File: src/rtl/xy_vector_scanner.sv
// xy_vector_scanner: writable-vertex XY polyline generator with per-point dwell, frame trigger
// and optional pen-up blanking (enable with macro XY_BLANK_EN).
`default_nettype none

module xy_vector_scanner #(
    parameter int X_W       = 8,
    parameter int Y_W       = 7,
    parameter int NVERT     = 4,
    parameter int STEP_LOG2 = 2,
    parameter int HOLD_W    = 4
) (
    input  logic                     clk,
    input  logic                     rst_n,
    input  logic                     en,
    input  logic [HOLD_W-1:0]        hold,
    input  logic                     vert_we,
    input  logic [$clog2(NVERT)-1:0] vert_addr,
    input  logic [X_W-1:0]           vert_x,
    input  logic [Y_W-1:0]           vert_y,
    input  logic                     vert_pen,
    output logic [X_W-1:0]           x_out,
    output logic [Y_W-1:0]           y_out,
    output logic                     trig,
    output logic                     blank,
    output logic                     frame_done
);

    localparam int AW = $clog2(NVERT);
    localparam int XI = X_W + 1 + STEP_LOG2;
    localparam int YI = Y_W + 1 + STEP_LOG2;
    localparam logic [AW-1:0]        SEG_ONE   = AW'(1);
    localparam logic [AW-1:0]        SEG_LAST  = AW'(NVERT - 1);
    localparam logic [STEP_LOG2-1:0] K_ONE     = STEP_LOG2'(1);
    localparam logic [STEP_LOG2-1:0] K_LAST    = '1;
    localparam logic [HOLD_W-1:0]    HOLD_ONE  = HOLD_W'(1);
    localparam logic [HOLD_W-1:0]    HOLD_ZERO = '0;

    typedef enum logic [1:0] {
        S_IDLE = 2'd0,
        S_LOAD = 2'd1,
        S_DRAW = 2'd2
    } state_t;

    state_t state, state_nxt;

    logic [X_W-1:0]       tab_x [NVERT];
    logic [Y_W-1:0]       tab_y [NVERT];
    logic [AW-1:0]        seg;
    logic [AW-1:0]        seg_nxt;
    logic [STEP_LOG2-1:0] k;
    logic [STEP_LOG2-1:0] k_nxt;
    logic [HOLD_W-1:0]    dwell;
    logic [X_W-1:0]       ax, bx, pt_x;
    logic [Y_W-1:0]       ay, by, pt_y;
    logic signed [XI-1:0] dx;
    logic signed [YI-1:0] dy;
    logic                 expire;
    logic                 seg_pen;

    always_ff @(posedge clk or negedge rst_n) begin
        if (!rst_n) begin
            for (int i = 0; i < NVERT; i++) begin
                tab_x[i] <= '0;
                tab_y[i] <= '0;
            end
        end else if (vert_we) begin
            tab_x[vert_addr] <= vert_x;
            tab_y[vert_addr] <= vert_y;
        end
    end

`ifdef XY_BLANK_EN
    logic [NVERT-1:0] tab_pen;

    always_ff @(posedge clk or negedge rst_n) begin
        if (!rst_n) begin
            tab_pen <= '1;
        end else if (vert_we) begin
            tab_pen[vert_addr] <= vert_pen;
        end
    end

    assign seg_pen = tab_pen[seg];
`else
    // Without pen storage every segment is drawn, so the blank flop stays at 0.
    logic unused_pen;
    assign unused_pen = vert_pen;
    assign seg_pen    = 1'b1;
`endif

    assign seg_nxt = seg + SEG_ONE;
    assign k_nxt   = k + K_ONE;
    assign expire  = (dwell == HOLD_ZERO);

    // Next point = A + floor((B-A)*k / 2**S); widened so the product and sign never overflow.
    assign dx   = $signed({{(XI-X_W){1'b0}}, bx}) - $signed({{(XI-X_W){1'b0}}, ax});
    assign dy   = $signed({{(YI-Y_W){1'b0}}, by}) - $signed({{(YI-Y_W){1'b0}}, ay});
    assign pt_x = X_W'($signed({1'b0, ax})
                  + ((dx * $signed({{(XI-STEP_LOG2){1'b0}}, k_nxt})) >>> STEP_LOG2));
    assign pt_y = Y_W'($signed({1'b0, ay})
                  + ((dy * $signed({{(YI-STEP_LOG2){1'b0}}, k_nxt})) >>> STEP_LOG2));

    always_ff @(posedge clk or negedge rst_n) begin
        if (!rst_n) begin
            state <= S_IDLE;
        end else begin
            state <= state_nxt;
        end
    end

    always_comb begin
        state_nxt = state;
        case (state)
            S_IDLE: if (en) state_nxt = S_LOAD;
            S_LOAD: state_nxt = en ? S_DRAW : S_IDLE;
            S_DRAW: begin
                if (!en) begin
                    state_nxt = S_IDLE;
                end else if (expire && (k == K_LAST)) begin
                    state_nxt = S_LOAD;
                end
            end
            default: state_nxt = S_IDLE;
        endcase
    end

    always_ff @(posedge clk or negedge rst_n) begin
        if (!rst_n) begin
            seg        <= '0;
            k          <= '0;
            dwell      <= '0;
            ax         <= '0;
            ay         <= '0;
            bx         <= '0;
            by         <= '0;
            x_out      <= '0;
            y_out      <= '0;
            trig       <= 1'b0;
            blank      <= 1'b0;
            frame_done <= 1'b0;
        end else begin
            frame_done <= 1'b0;
            if (!en) begin
                // Stopping always rewinds to segment 0; the beam position is left where it was.
                seg  <= '0;
                k    <= '0;
                trig <= 1'b0;
            end else begin
                case (state)
                    S_LOAD: begin
                        ax    <= tab_x[seg];
                        ay    <= tab_y[seg];
                        bx    <= tab_x[seg_nxt];
                        by    <= tab_y[seg_nxt];
                        dwell <= hold;
                        x_out <= tab_x[seg];
                        y_out <= tab_y[seg];
                        blank <= ~seg_pen;
                        trig  <= (seg == '0);
                        k     <= '0;
                    end
                    S_DRAW: begin
                        if (expire) begin
                            if (k != K_LAST) begin
                                k     <= k_nxt;
                                x_out <= pt_x;
                                y_out <= pt_y;
                                dwell <= hold;
                                trig  <= 1'b0;
                            end else begin
                                seg        <= seg_nxt;
                                k          <= '0;
                                frame_done <= (seg == SEG_LAST);
                            end
                        end else begin
                            dwell <= dwell - HOLD_ONE;
                        end
                    end
                    default: ;
                endcase
            end
        end
    end

endmodule

`default_nettype wire
File: config.mk
export PLATFORM = sky130hd
export DESIGN_NAME = xy_vector_scanner
export DESIGN_NICKNAME = d
export VERILOG_FILES = /design/src/rtl/xy_vector_scanner.sv
export SDC_FILE = /design/constraint.sdc
export NUM_CORES = 1
export LEC_CHECK = 0
export CAP_MARGIN = 40
export CORE_ASPECT_RATIO = 1.25
export CORE_MARGIN = 3
export CORE_UTILIZATION = 35
export DETAILED_ROUTE_END_ITERATION = 16
export SLEW_MARGIN = 30
export SYNTH_ARGS = -nofsm -noshare
export SYNTH_HDL_FRONTEND = slang
export SYNTH_SLANG_ARGS = --single-unit
File: constraint.sdc
create_clock -name clk -period 4.3 [get_ports clk]
set_input_delay 1.075 -clock clk [delete_from_list [all_inputs] [get_ports clk]]
set_output_delay 1.075 -clock clk [all_outputs]
set_load 0.02 [all_outputs]
After elaboration in Yosys (flattened, before gate mapping)

Cells that the tools add are included.
W data, S select, Z words.

Add/sub/neg operators: 7
$mul: 2
$lt $le $gt $ge: 4
Equal/unequal tests: 16
Multiplexer cells: 48
Bitwise operators: 3
Reduce and logical (&&, ||, !) cells: 13

Operators with widths:

| operator             | number |
|---|---|
| $mux W8              | 7 |
| $mux W7              | 7 |
| $bmux W8 S2          | 2 |
| $bwmux W32           | 1 |
| $bmux W7 S2          | 2 |
| $bwmux W28           | 1 |
| $mux W2              | 11 |
| $demux W8 S2         | 1 |
| $pmux W8 S2          | 1 |
| $demux W7 S2         | 1 |
| $pmux W7 S2          | 1 |
| $ne A3 B3 Y1 const B | 4 |
| $mul A9 B3 Y10       | 1 |
| $ne A2 B2 Y1 const B | 5 |
| $ge A3 B3 Y1 const B | 3 |
| $mul A8 B3 Y9        | 1 |
| $not A2 Y3           | 3 |
| $reduce_and A3 Y1    | 3 |
| $sub A8 B8 Y9        | 1 |
| $add A8 B8 Y8        | 1 |
| $mux W4              | 2 |
| $pmux W4 S2          | 1 |
| $sub A7 B7 Y8        | 1 |
| $add A7 B7 Y7        | 1 |
| 17 further kinds     | 31 |

Register bits: 117
Input port bits: 26
Output and inout bits: 18
Word-level logic and storage cells: 113

Longest topological paths before layout

Gate-level depths: netlist of the first run.

Depth in word-level cells: 6
Gate-level depth with buffers: 24
Mapped depth without buffers: 24

Worst setup path after synthesis of the first run

No wires, ideal clock.

Path type: reg2reg
Start point: register by[0]
End point: register y_out[6]
Library setup time: 0.131 ns
Data arrival time: 4.538 ns
Required time: 4.169 ns
Slack: -0.369 ns
Cell stages (with the launch flop): 22
Buffers on the path: 0
Clock period less this slack: 4.669 ns
Path through: dfrtp_1 -> inv_1 -> ha_1 -> inv_1 -> fa_1 -> a21o_1 -> a21oi_1 -> xnor2_1 -> and2_1 -> ha_1 -> ha_1 -> a21oi_1 -> o21bai_1 -> a21oi_1 -> xnor2_1 -> ha_1 -> and2_1 -> o21a_1 -> a31o_1 -> or4_4 -> and4b_1 -> or3_1

Cells in the longest elaborated chain, start to end: 6

RTL lines:

| what                   | line | RTL |
|---|---|---|
| from (decl)            | 54   | `logic [Y_W-1:0] ay, by, pt_y;` |
| from (signal assigned) | 154  | `by <= tab_y[seg_nxt];` |
| $sub A7 B7 Y8          | 97   | `assign dy = $signed({{(YI-Y_W){1'b0}}, by}) - $signed({{(YI-Y_W){1'b0}}, ay});` |
| $mul A8 B3 Y9          | 101  | `+ ((dy * $signed({{(YI-STEP_LOG2){1'b0}}, k_nxt})) >>> STEP_LOG2));` |
| $add A7 B7 Y7          | 101  |  |
| $mux W7                | 164  | `if (k != K_LAST) begin` |
| $mux W7                | 163  | `if (expire) begin` |
| $pmux W7 S2            | 149  | `case (state)` |
| to (signal assigned)   | 157  | `y_out <= tab_y[seg];` |
| to (signal assigned)   | 167  | `y_out <= pt_y;` |
| to (decl)              | 22   | `output logic [Y_W-1:0] y_out,` |

No other way between the ends. The select of a mux whose other input is x is not followed.
A chain may end at the register's enable or synchronous reset.

Worst setup path after layout of the first run

Same ends and word-level chain as after synthesis.

==> results of run 1 <==
## what timing repair did
item / 4_1_cts / 5_1_grt
gates resized for setup: 10 / 19
pin swaps: 6 / 13
endpoints found under the hold margin: 0 / 0
setup buffers: 3 / 2
setup endpoints to repair: 2 / 5
## final cells by class
cell class	count	share of cell area
inverters	41	0.01635
flip-flops and latches	117	0.3111
multi-input cells	465	0.4740
repair buffers	102	0.09733
clock buffers	19	0.04707
well taps	270	0.03590
clock inverters	13	0.01822
## routing by layer
layer / wire length (µm) / track usage
met3: 568 / 0.02854
met4: 283 / 0.05787
met2: 9078 / 0.2746
met5: 0 / 0
met1: 7649 / 0.2019
## worst paths after layout
| path | to | startpoint |
|---|---|---|
| max | y_out[6] | by[0] |
| min | x_out[3] | x_out[3] |
| max reg2reg | y_out[6] | by[0] |
| min reg2reg | x_out[3] | x_out[3] |
| max in group asynchronous | dwell[2] | rst_n |
| min in group asynchronous | tab_x[3] | rst_n |
## placed cells by master (no fill, tap or decap), types with 12 or more instances in the layout
| master | count |
|---|---|
| dfrtp_1 | 117 |
| mux2_2 | 80 |
| buf_4 | 57 |
| ha_1 | 52 |
| clkdlybuf4s50_1 | 40 |
| inv_1 | 37 |
| nor2_1 | 33 |
| mux4_2 | 30 |
| nand2_1 | 26 |
| a21oi_1 | 20 |
| o21ai_0 | 20 |
| and2_1 | 19 |
| clkbuf_16 | 17 |
| nor3_1 | 14 |
| o21a_1 | 13 |
| xnor2_1 | 12 |
| o21ai_1 | 12 |
## registers in the layout (all words and copies together), names as in the netlist, 2 cells and up
register / cells
y_out: 7
ax: 8
seg: 2
tab_x: 32
tab_y: 28
by: 7
k: 2
ay: 7
x_out: 8
state: 2
bx: 8
dwell: 4
## critical path, cell delays in order (launching register included)
cell	delay, ps
dfrtp_1	390
inv_2	70
ha_4	130
inv_2	30
fa_2	330
buf_4	140
xor2_1	140
and2_1	160
ha_1	310
ha_1	280
a21o_1	210
a21oi_4	140
o21bai_1	100
a21oi_2	130
xnor2_1	130
ha_1	260
and2_1	140
o21a_1	160
a31o_1	190
or4_4	410
and4b_1	180
or3_1	290
## per-stage QoR
stage | cell area (µm²) | power [mW] | hold slack (ps) | setup TNS (ps) | worst slack (ps)
6_report | 9410 | 8.175 | 485.4 | -224.1 | -166.6
5_1_grt | 9410 | 8.868 | 517.9 | -654.9 | -352.7
4_1_cts | 9301 | 8.016 | 491.6 | -354.2 | -184.2
3_5_place_dp | 8630 | 6.335 | 479.1 | -507.2 | -285.1
3_3_place_gp | 8549 | 6.157 | 471.8 | -332.1 | -179.3
2_1_floorplan | 7517 | 4.777 | 468.4 | -49.54 | -49.54
## logic make-up (layout without fill, tap and decap cells)
kind of cell,count (synthesis),in the layout
multiplexers,125,125
buffers and inverters,67,175
adder cells (fa/ha/maj),65,65
flip-flops,117,117
other,1,1
AO/OA/AOI/OAI,119,119
XOR/XNOR,23,23
AND/OR/NAND/NOR,132,132
## report_power, final
group	total [mW]	switching, mW	internal, mW
sequential	1.67	0.245	1.43
clock	1.48	0.547	0.934
combinational	5.03	2.37	2.66
total	8.18	3.16	5.02
==> flow_summary.yaml, run 1 <==
outcome:
  status: "finished with violations"
  violations: "negative setup slack"
final_layout:
  n_antenna_cell: 0
  fill_cells: 1852
  instances_no_fill: 1027
  ff_latch_area_um2: 2928
  post-route-util: 0.4598
  finalNetCount: 835
  multi_input_area_um2: 4461
  syn_to_final_growth_pct: 26.68
  layout-drive-gt1-share: 0.3236
job:
  cap_violations: 0
synth:
  syn_nets: 740
  synth_edf_count: 0
  syn_area_um2: 7428
  synth.top_cell.area_share: 0.3941
  yosysWarnings: 0
  synth_top_area_cell: "dfrtp_1"
  ys_seq_area_frac: 0.3941
  ys.flop_type: "dfrtp_1"
  synth-compound-area-share: 0.09988
  synth_seq_cells: 117
  synthAdderAreaFrac: 0.1155
  ys_top_cells_by_count: "dfrtp_1, mux2_2, ha_1"
  yosysMostFrequentCell: "dfrtp_1"
  async_flop_share: 1.000
  synth_mux_area_frac: 0.2338
  synth_top_family_by_area: "multiplexers"
  synth_xor_area_frac: 0.02998
  synthDistinctLibCells: 59
  yosys-top-cells-area: "dfrtp_1, mux2_2, ha_1"
  syn_inst: 649
  syn_avg_cell_area_um2: 11.45
  synth_simple_gate_area_frac: 0.09129
sta:
  min_period_ps: 4467
  setup_ws_ps: -166.6
  skew_ps: 6.304
  tightest_slew_ps: 823.5
  finalHoldViolations: 0
  slew_viol_final: 0
  final-setup-viol-count: 2
  rsz0062_at_grt: "yes"
  fmax_ghz: 0.2239
  slew-limit-headroom: 0.4499
  min_period_over_period: 1.039
route:
  viasPerCell: 5.217
  drt_first_pass_iters: 4
  final_antenna_net_count: 0
  wirelength_um: 17580
  vias: 5358
  wire_per_inst_um: 17.12
  drc: 0
  detail_route.iter0.violations: 307
placement:
  dp.cells: 989
  place_congestion: 0.7755
  place_hpwl_um: 12900
  portBuffers: 41
cts:
  cts-htree-levels: 4
  cts_tree: "done"
  cts_hold_buf: 0
  clkTransAtPathRegs_ps: 60
  clockBufferDepth: 2
  clock-root-buffer: "clkbuf_16"
  numCtsBuffers: 17
  cts_sinks: 117
  clock_latency_ps: 420
hold_path:
  hold_depth: 2
  hold_class: "flip-flop to flip-flop"
pwr:
  power.leakage_nw: 4.093
  ir_drop_v: 0.0003018
  p_per_area_nw_per_um2: 868.8
worst_setup_path:
  worst_setup_path_start_kind: "flip-flop"
  critical_path_class: "flip-flop to flip-flop"
  cp.arrival_ps: 4760
  reg2reg_depth: 21
  worstPathRequired_ps: 4590
  cp_max_fo: 2
  reg2reg_slack_ps: -170
  worstSetupEndpointType: "flip-flop"
global_routing:
  grt_usage: 0.1602
  grt_pass1_wl_um: 29060
  overflow: 0
  grt_max_degree: 54
  grt_pass1_vias: 5729
  antenna_found_initial: 0
die:
  design.die.area_um2: 23020
  row_count: 58
  initial_utilization: 0.3630
  fp.coreArea_um2: 20460
  dieHeight_um: 168.9
  boundaryPins: 44
  fp.dieW_um: 136.3
No activity file was read; power rests on OpenSTA's default activity.
==> run 2: changes to the inputs <==
--- a/config.mk
+++ b/config.mk
@@ -10,7 +10,8 @@
 export CORE_MARGIN = 3
 export CORE_UTILIZATION = 35
 export DETAILED_ROUTE_END_ITERATION = 16
-export SLEW_MARGIN = 30
+export PLACE_DENSITY = 0.58
+export SLEW_MARGIN = 15
 export SYNTH_ARGS = -nofsm -noshare
 export SYNTH_HDL_FRONTEND = slang
 export SYNTH_SLANG_ARGS = --single-unit
==> flow_summary.yaml, run 2 (synthesized netlist as in run 1, its figures left out) <==
outcome:
  status: "finished with violations"
  violations: "negative setup slack"
worst_setup_path:
  critical_path.slowest_cell: "or4_4"
  rr_startpoint: "by[0]"
  max_stage_delay_ps: 420
  cp.arrival_ps: 4770
  startpoint: "by[0]"
  crit_chain: "inv_2, ha_4, inv_2, fa_2, buf_4, xor2_1, and2_1, ha_1, ha_1, a21o_1, a21oi_2, o21bai_1, a21oi_2, xnor2_1, ha_1, and2_1, o21a_1, a31o_1, or4_4, and4b_1, or3_1"
  worstPathRequired_ps: 4600
  cp_common_cell: "ha_1"
  crit_path_end: "y_out[6]"
  critPathTopFamily: "adder cells"
  worst_setup_path_start_kind: "flip-flop"
  cp_max_fo: 2
  reg2reg_slack_ps: -170
  r2r-end: "y_out[6]"
  worstSetupEndpointType: "flip-flop"
  cp_num_buf_inv: 3
  critical_path_class: "flip-flop to flip-flop"
  reg2reg_depth: 21
  crit_cells: 21
route:
  drc: 0
  vias: 5342
  wire_per_inst_um: 17.05
  drt_first_pass_iters: 4
  wirelength_um: 17570
  detail_route.iter0.violations: 217
  final_antenna_net_count: 0
  viasPerCell: 5.186
die:
  design.die.area_um2: 23020
  row_count: 58
  fp.coreArea_um2: 20460
  fp.dieW_um: 136.3
  boundaryPins: 44
  dieHeight_um: 168.9
  initial_utilization: 0.3630
final_layout:
  top_regs: "tab_x (32), tab_y (28)"
  fill_cells: 1866
  final_common_cell: "dfrtp_1"
  post-route-util: 0.4644
  instances_no_fill: 1030
  finalNetCount: 838
  mostFrequentLayoutCells: "dfrtp_1, mux2_2, buf_4"
  layout-drive-gt1-share: 0.3474
  syn_to_final_growth_pct: 27.93
  regMostFlops: "tab_x"
  largest_register_ffs: 32
  n_antenna_cell: 0
  fin_area_um2: 9503
placement:
  dp.cells: 987
  portBuffers: 41
  place_congestion: 0.7987
  postPlaceCellArea_um2: 8607
  place_hpwl_um: 12840
  dp_slack_ps: -330.3
cts:
  clock-root-buffer: "clkbuf_16"
  cts_sinks: 117
  clkTransAtPathRegs_ps: 60
  numCtsBuffers: 17
  clock_latency_ps: 420
  clockBufferDepth: 2
  cts_hold_buf: 0
  cts-htree-levels: 4
  cts_tree: "done"
sta:
  setup_ws_ps: -173.6
  tightest_slew_ps: 770.5
  finalHoldViolations: 0
  slew_viol_final: 0
  min_period_ps: 4474
  slew-limit-headroom: 0.4853
  min_period_over_period: 1.040
  final-setup-viol-count: 2
  skew_ps: 8.374
  final.setup.tns_ps: -322.5
  rsz0062_at_grt: "yes"
  hold_ws_ps: 484.8
  fmax_ghz: 0.2235
pwr:
  power.leakage_nw: 4.109
  ir_drop_v: 0.0003290
  power_mw: 8.320
  p_per_area_nw_per_um2: 875.5
global_routing:
  grt_max_degree: 63
  grt_pass1_vias: 5712
  antenna_found_initial: 0
  overflow: 0
  grt_pass1_wl_um: 29390
  grt_usage: 0.1628
job:
  cap_violations: 0
hold_path:
  hold_class: "flip-flop to flip-flop"
run 2: changes by cell type in the layout (fill, tap and decap cells not counted), moves of 3 or more:
cell	change
ha_4	+6
o21ai_0	-3
ha_1	-7
o21ai_1	+3
run 2: worst min-delay path by stage:
stage | start | end | cells after the start
after floorplan | bx[7] | bx[7] | 1
after global placement | x_out[0] | x_out[0] | 2
after detailed placement | y_out[1] | y_out[1] | 2
after CTS | y_out[1] | y_out[1] | 2
after global routing | x_out[5] | x_out[5] | 1
final | y_out[1] | y_out[1] | 2
run 2: final cells by class:
type                    instances  area, µm²  share of cell area
clock buffers                  18      439.2             0.04621
clock inverters                14      142.6             0.01501
inverters                      41      153.9             0.01619
multi-input cells             465       4559              0.4798
flip-flops and latches        117       2928              0.3081
well taps                     270      337.8             0.03555
repair buffers                105      942.2             0.09914
run 2: metal layers:
layer  vias up  global-route usage  part of all wire
li1       2560                   -                 -
met1      2699              0.2085              0.44
met2        61              0.2781              0.52
met3        22             0.02378             0.023
met4         0             0.06050             0.018
met5         -                   0                 0
run 2: power by group:
group,switching (mW),internal [mW],total (mW),leakage [nW]
clock,0.573,0.826,1.40,0.277
combinational,2.45,2.80,5.25,2.42
sequential,0.249,1.43,1.67,1.41
total,3.27,5.05,8.32,4.11
run 2: what timing repair did:
action / 4_1_cts / 5_1_grt
gates resized for setup: 8 / 40
pin swaps: 7 / 27
gates cloned: 0 / 0
setup endpoints to repair: 3 / 4
buffers inserted: 4 / 6
run 2: worst min-delay path, stage by stage, from the launching register on:
cell and delay [ps]:
dfrtp_1 340, nand2_1 50, o21ai_1 60
